<file path="config.mk">
export PLATFORM = sky130hd
export DESIGN_NAME = lr_sample_loader
export DESIGN_NICKNAME = d
export VERILOG_FILES = /design/src/rtl/lr_sample_loader.sv
export SDC_FILE = /design/constraint.sdc
export NUM_CORES = 2
export LEC_CHECK = 0
export ABC_CLOCK_PERIOD_IN_PS = 13120
export CAP_MARGIN = 15
export CORE_MARGIN = 10
export CORE_UTILIZATION = 40
export DETAILED_ROUTE_END_ITERATION = 8
export PLACE_DENSITY_LB_ADDON = 0.08
export SLEW_MARGIN = 30
export SYNTH_ARGS = -nofsm -noshare
export SYNTH_HDL_FRONTEND = slang
export SYNTH_SLANG_ARGS = --single-unit
</file>
<file path="constraint.sdc">
create_clock -name CLK -period 13.12 [get_ports CLK]
set_input_delay 1.312 -clock CLK [delete_from_list [all_inputs] [get_ports CLK]]
set_output_delay 1.312 -clock CLK [all_outputs]
set_load 0.03 [all_outputs]
</file>
<file path="src/rtl/lr_sample_loader.sv">
// Sample buffer for the linear-regression SGD trainer: word-serial load, then epoch-by-epoch replay.
// Build macro LR_LOADER_ROTATE_EN makes each epoch start one buffer index later than the previous one.
module lr_sample_loader #(
   parameter int NUM_FEATURES = 4,
   parameter int MAX_DP       = 8,
   parameter int DW           = 16
) (
   input  logic                       CLK,
   input  logic                       RST,
   input  logic                       clr,
   input  logic                       wr_en,
   input  logic [DW-1:0]              wr_data,
   input  logic [3:0]                 num_dp,
   input  logic [7:0]                 num_epochs,
   input  logic                       start,
   output logic                       sample_valid,
   input  logic                       sample_ready,
   output logic [NUM_FEATURES*DW-1:0] x_out,
   output logic [DW-1:0]              y_out,
   output logic [2:0]                 sample_idx,
   output logic                       last_in_epoch,
   output logic [7:0]                 epoch_cnt,
   output logic [3:0]                 loaded,
   output logic                       busy,
   output logic                       done,
   output logic                       load_err
);
   localparam int WPS   = NUM_FEATURES + 1;
   localparam int NWORD = MAX_DP * WPS;
   localparam int AW    = $clog2(NWORD);
   localparam int WW    = $clog2(WPS);

   typedef enum logic [1:0] {S_IDLE, S_STREAM, S_DONE} state_t;

   state_t                      state_q, state_d;
   logic [WW-1:0]               w_q, w_d;
   logic [3:0]                  loaded_q, loaded_d;
   logic                        load_err_q, load_err_d;
   logic [3:0]                  ndp_q, ndp_d;
   logic [7:0]                  nep_q, nep_d;
   logic [7:0]                  epoch_q, epoch_d;
   logic [2:0]                  pos_q, pos_d;
   logic [2:0]                  base_q, base_d;
   logic [NUM_FEATURES*DW-1:0]  x_q, x_d;
   logic [DW-1:0]               y_q, y_d;

   logic [DW-1:0] mem [NWORD];
   logic          mem_we, load_out, wr_drop, start_ok, pos_last;
   logic [AW-1:0] wr_addr, rd_base;
   logic [2:0]    rd_idx;

   // Position within the epoch plus the epoch's starting offset, folded into the buffer range.
   function automatic logic [2:0] idx_of(input logic [2:0] b, input logic [2:0] p,
                                         input logic [3:0] n);
      logic [3:0] s;
      s = {1'b0, b} + {1'b0, p};
      if (s >= n) s = s - n;
      return s[2:0];
   endfunction

   assign wr_addr = AW'(int'(loaded_q) * WPS + int'(w_q));

   always_comb begin
      // NOTE: every always_comb target gets a default first so no latch can be inferred.
      state_d    = state_q;
      w_d        = w_q;
      loaded_d   = loaded_q;
      load_err_d = load_err_q;
      ndp_d      = ndp_q;
      nep_d      = nep_q;
      epoch_d    = epoch_q;
      pos_d      = pos_q;
      base_d     = base_q;
      x_d        = x_q;
      y_d        = y_q;
      mem_we     = 1'b0;
      load_out   = 1'b0;
      rd_idx     = '0;
      rd_base    = '0;
      wr_drop    = wr_en && (loaded_q == 4'(MAX_DP));
      start_ok   = (num_dp != 4'd0) && (num_dp <= loaded_q);
      pos_last   = ({1'b0, pos_q} == ndp_q - 4'd1);

      if (clr) begin
         state_d    = S_IDLE;
         w_d        = '0;
         loaded_d   = '0;
         load_err_d = 1'b0;
      end else if (state_q == S_STREAM) begin
         if (sample_ready) begin
            load_out = 1'b1;
            if (pos_last) begin
               pos_d   = '0;
               epoch_d = (epoch_q == 8'hFF) ? epoch_q : epoch_q + 8'd1;
`ifdef LR_LOADER_ROTATE_EN
               base_d  = ({1'b0, base_q} + 4'd1 == ndp_q) ? 3'd0 : base_q + 3'd1;
`else
               base_d  = '0;
`endif
               if (nep_q != 8'd0 && {1'b0, epoch_q} + 9'd1 == {1'b0, nep_q})
                  state_d = S_DONE;
            end else begin
               pos_d = pos_q + 3'd1;
            end
         end
      end else begin
         if (wr_en && !wr_drop) begin
            mem_we = 1'b1;
            if (w_q == WW'(NUM_FEATURES)) begin
               w_d      = '0;
               loaded_d = loaded_q + 4'd1;
            end else begin
               w_d = w_q + WW'(1);
            end
         end
         if (start && start_ok) begin
            state_d    = S_STREAM;
            ndp_d      = num_dp;
            nep_d      = num_epochs;
            epoch_d    = '0;
            pos_d      = '0;
            base_d     = '0;
            load_out   = 1'b1;
            load_err_d = wr_drop;
         end else if (start || wr_drop) begin
            load_err_d = 1'b1;
         end
      end

      // The next presented sample is fetched ahead so the outputs come straight from flops.
      if (load_out) begin
         rd_idx  = idx_of(base_d, pos_d, ndp_d);
         rd_base = AW'(int'(rd_idx) * WPS);
         for (int k = 0; k < NUM_FEATURES; k++)
            x_d[k*DW +: DW] = mem[rd_base + AW'(k)];
         y_d = mem[rd_base + AW'(NUM_FEATURES)];
      end
   end

   // NOTE: sequential state uses non-blocking assignments so every flop samples pre-edge values.
   always_ff @(posedge CLK or posedge RST) begin
      if (RST) begin
         state_q    <= S_IDLE;
         w_q        <= '0;
         loaded_q   <= '0;
         load_err_q <= 1'b0;
         ndp_q      <= '0;
         nep_q      <= '0;
         epoch_q    <= '0;
         pos_q      <= '0;
         base_q     <= '0;
         x_q        <= '0;
         y_q        <= '0;
      end else begin
         state_q    <= state_d;
         w_q        <= w_d;
         loaded_q   <= loaded_d;
         load_err_q <= load_err_d;
         ndp_q      <= ndp_d;
         nep_q      <= nep_d;
         epoch_q    <= epoch_d;
         pos_q      <= pos_d;
         base_q     <= base_d;
         x_q        <= x_d;
         y_q        <= y_d;
      end
   end

   // NOTE: the buffer has no reset; only entries below the loaded count are ever presented.
   always_ff @(posedge CLK) begin
      if (mem_we) mem[wr_addr] <= wr_data;
   end

   assign sample_valid  = (state_q == S_STREAM);
   assign busy          = (state_q == S_STREAM);
   assign done          = (state_q == S_DONE);
   assign x_out         = x_q;
   assign y_out         = y_q;
   assign sample_idx    = idx_of(base_q, pos_q, ndp_q);
   assign last_in_epoch = busy && pos_last;
   assign epoch_cnt     = epoch_q;
   assign loaded        = loaded_q;
   assign load_err      = load_err_q;

endmodule

</file>
==> summary.md <==
| Metric | Value |
|---|---|
| Max Root-Sink Buffers | 3 |
| Syn_nets | 4704 |
| Max Slew Vio Count | 0 |
| Post-synth top area share | 40.8% |
| Seq/Total Area, Yosys | between 40% and 50% |
| Max_slew headroom | 28.1% |
| First DRT Iteration DRCs | 5966 |
| Yosys cell types | between 70 and 80 |
| Fmax | 0.105 GHz |
| GRT Total Usage | 31.8% |
| DRC viols | 0 |
| Clock transition at the registers of the reported paths | 60 ps |
| Hold Fails Final Rpt | 0 |
| Die ar. | around 0.13 sq mm |
| Ports | 134 |
| Final worst path period share | 72.7% |
| CTS tree | yes |
| DR pass1 iterations | 8 |
| WS Path Type | primary input to flip-flop |
| Final min period | 9540 ps |
| CP startpoint kind | primary input |
| Clk_lat worst skew | 710 ps |
| Hold-fix buffers, CTS | 0 |
| Final setup vio count | 0 |
| Detailed Place HPWL | 140 mm |
| Root Driver | clkbuf_16 |
| Port bufs | 133 |
| Final Wtd Congestion | 1.00 |
| Mapped Cells | 4621 |
| Drt wl/cell | 35.1 microns |
| RSZ-0062 raised after global routing | no |
| Setup Buffers After CTS | 0 |
| Ys Warns | 0 |
| Most common cell after layout, fill and taps aside | nand2_1 |
| Post-Syn Area per Cell | approximately 10 sq um |
| Post_cts resized | 0 |
| Row count | 125 |
| Layout Nets | 4671 |
| Clock skew | around 37 ps |
| Most frequent cells in the layout | nand2_1 (1300), edfxtp_1 (640), mux2i_1 (493) |
| Post-route ant nets | 0 |
| Worst Path Required | 13680 ps |
| Vias post-DR | 40800 |
| Min-Delay Path Class | flip-flop to flip-flop |
| Top FF cell, synth | edfxtp_1 |
| Nature of the critical path endpoint | flip-flop |
| Post-synth top area cell | edfxtp_1 |
| Final setup TNS | 0 ps |
| Post-synthesis cell area | between 0.04 and 0.05 sq mm |
| Die Wd | 363 microns |
| Chip height | 363 microns |
| Critical Path AT | 10100 ps |
| Initial Utilization | 40.4% |
| CTS sink count | ~760 |
| Yosys reg bits | 756 |
| FF+latch area | between 0.02 and 0.025 sq mm |
| Fill count | 10800 |
| Status | finished, final reports clean |
| Synth top area cells | edfxtp_1 (41%), mux2i_1 (10%), nand2_1 (10%) |
| Number of flops mapped to enable cells by yosys | 640 |
| Multi-input logic area | around 0.024 sq mm |
| Vias in the first global route | 37300 |
| CTS Buf Count | 94 |
| Vias/cell | 6.58 |
| Share of post-route cells with drive strength above 1 | 11.6% |
| Largest net degree at the start of global routing | 176 |
| Slew @ Worst Pin | between 1000 and 1500 ps |
| Core box area | 0.117 sq mm |
| GRT overflow | 0 |
| Post-Route WL | 217 mm |
| CP max FO | 128 |
| Ys async rst share | 15.3% |
| First-pass GRT wire length | 299 mm |
| Max-cap check violation count | 0 |
| Area grow syn2layout | 13.3% |
| Initial antenna violation count | 10 |
| H-tree Lvls | 3 |
[cells by family (layout without fill, tap and decap cells)]
kind of cell,after synthesis,in the layout,share of synthesized area (%)
other,0,3,0
XOR/XNOR,39,39,0.741
adder cells (fa/ha/maj),49,49,1.36
AO/OA/AOI/OAI,713,713,10.8
multiplexers,676,676,18.6
AND/OR/NAND/NOR,1981,1981,17.7
buffers and inverters,407,450,3.86
flip-flops,756,756,46.9
[worst max-delay path, stage by stage]
cell and delay (ps):
clkdlybuf4s50_1 470, ha_1 320, nor2b_1 130, o211ai_1 150, a21oi_1 170, or2_2 340
nor3_2 110, buf_4 280, nor2_1 80, ha_1 310, xnor2_1 260, inv_1 110
fa_1 440, a21o_1 180, a211o_1 390, nand2_8 530, inv_16 250, ha_4 270
ha_1 270, buf_4 420, ha_1 420, and3b_1 220, xor2_1 450, nand2b_1 840
buf_4 410, o22ai_1 140, a2111oi_1 450, a21oi_1 130
[cells in the mapped netlist (14+ instances only)]
cell and instances:
a311oi_1 117, nand2_1 1302, mux2_2 26, a21oi_1 61, buf_1 43, ha_1 45
a31oi_1 172, mux4_2 157, mux2i_1 493, nor3_1 25, inv_1 32, nand2b_1 15
buf_2 104, edfxtp_1 640, xnor2_1 25, dfrtp_1 116, nor2b_1 17, clkbuf_1 196
and3_1 161, nand3_1 253, o22ai_1 72, nor2_1 179, a31o_2 14, o21ai_0 91
buf_4 18, o221ai_1 31, a211o_1 15, a221oi_1 18
[sequential cells by signal, indices dropped and copies added, names as in the netlist, 2 cells and up]
signal	flops
base_q	3
epoch_cnt	8
w_q	3
mem	640
state_q	2
x_out	64
y_out	16
loaded	4
nep_q	8
ndp_q	4
pos_q	3
[final timing paths]
check / cells after the start / start / end / slack, ps
max: 28 / num_dp[1] / x_out[40] / 3580
max reg2reg: 28 / loaded[1] / x_out[40] / 3990
max in group asynchronous: 3 / RST / x_out[20] / 10610
min: 1 / nep_q[0] / nep_q[0] / 530
min in group asynchronous: 2 / RST / y_out[6] / 1160
min reg2reg: 1 / nep_q[0] / nep_q[0] / 530
[final cells by class]
class	count	area share, %
Timing Repair Buffer	244	4.37
Inverter	34	0.293
Multi-Input combinational cell	3458	44.4
Antenna cell	3	0.0141
Sequential cell	756	41.4
Clock inverter	46	0.975
Tap cell	1524	3.57
Clock buffer	126	4.96
[layer usage]
| metal | GRT usage [%] | up-vias | wire length [microns] |
|---|---|---|---|
| met5 | 0 | - | 33 |
| met4 | 15.4 | 6 | 12500 |
| met3 | 9.54 | 492 | 26600 |
| met2 | 46.1 | 2600 | 90800 |
| met1 | 43.2 | 20500 | 87500 |
| li1 | - | 17200 | - |
[metrics by stage]
stage	setup WS, ps	area (sq um)	util, %	cells	hold WS [ps]
2_1_floorplan	4750	47100	-	4621	496
3_3_place_gp	2840	50100	43.0	6013	520
3_5_place_dp	3150	50200	43.1	6016	518
4_1_cts	3890	53400	45.8	6188	532
5_1_grt	3320	53400	45.8	6188	562
6_report	3580	53400	45.8	6191	527
Power is left out: the tool's default activity adds up to more than one toggle a clock period on the data nets, which glitch-free logic cannot reach.
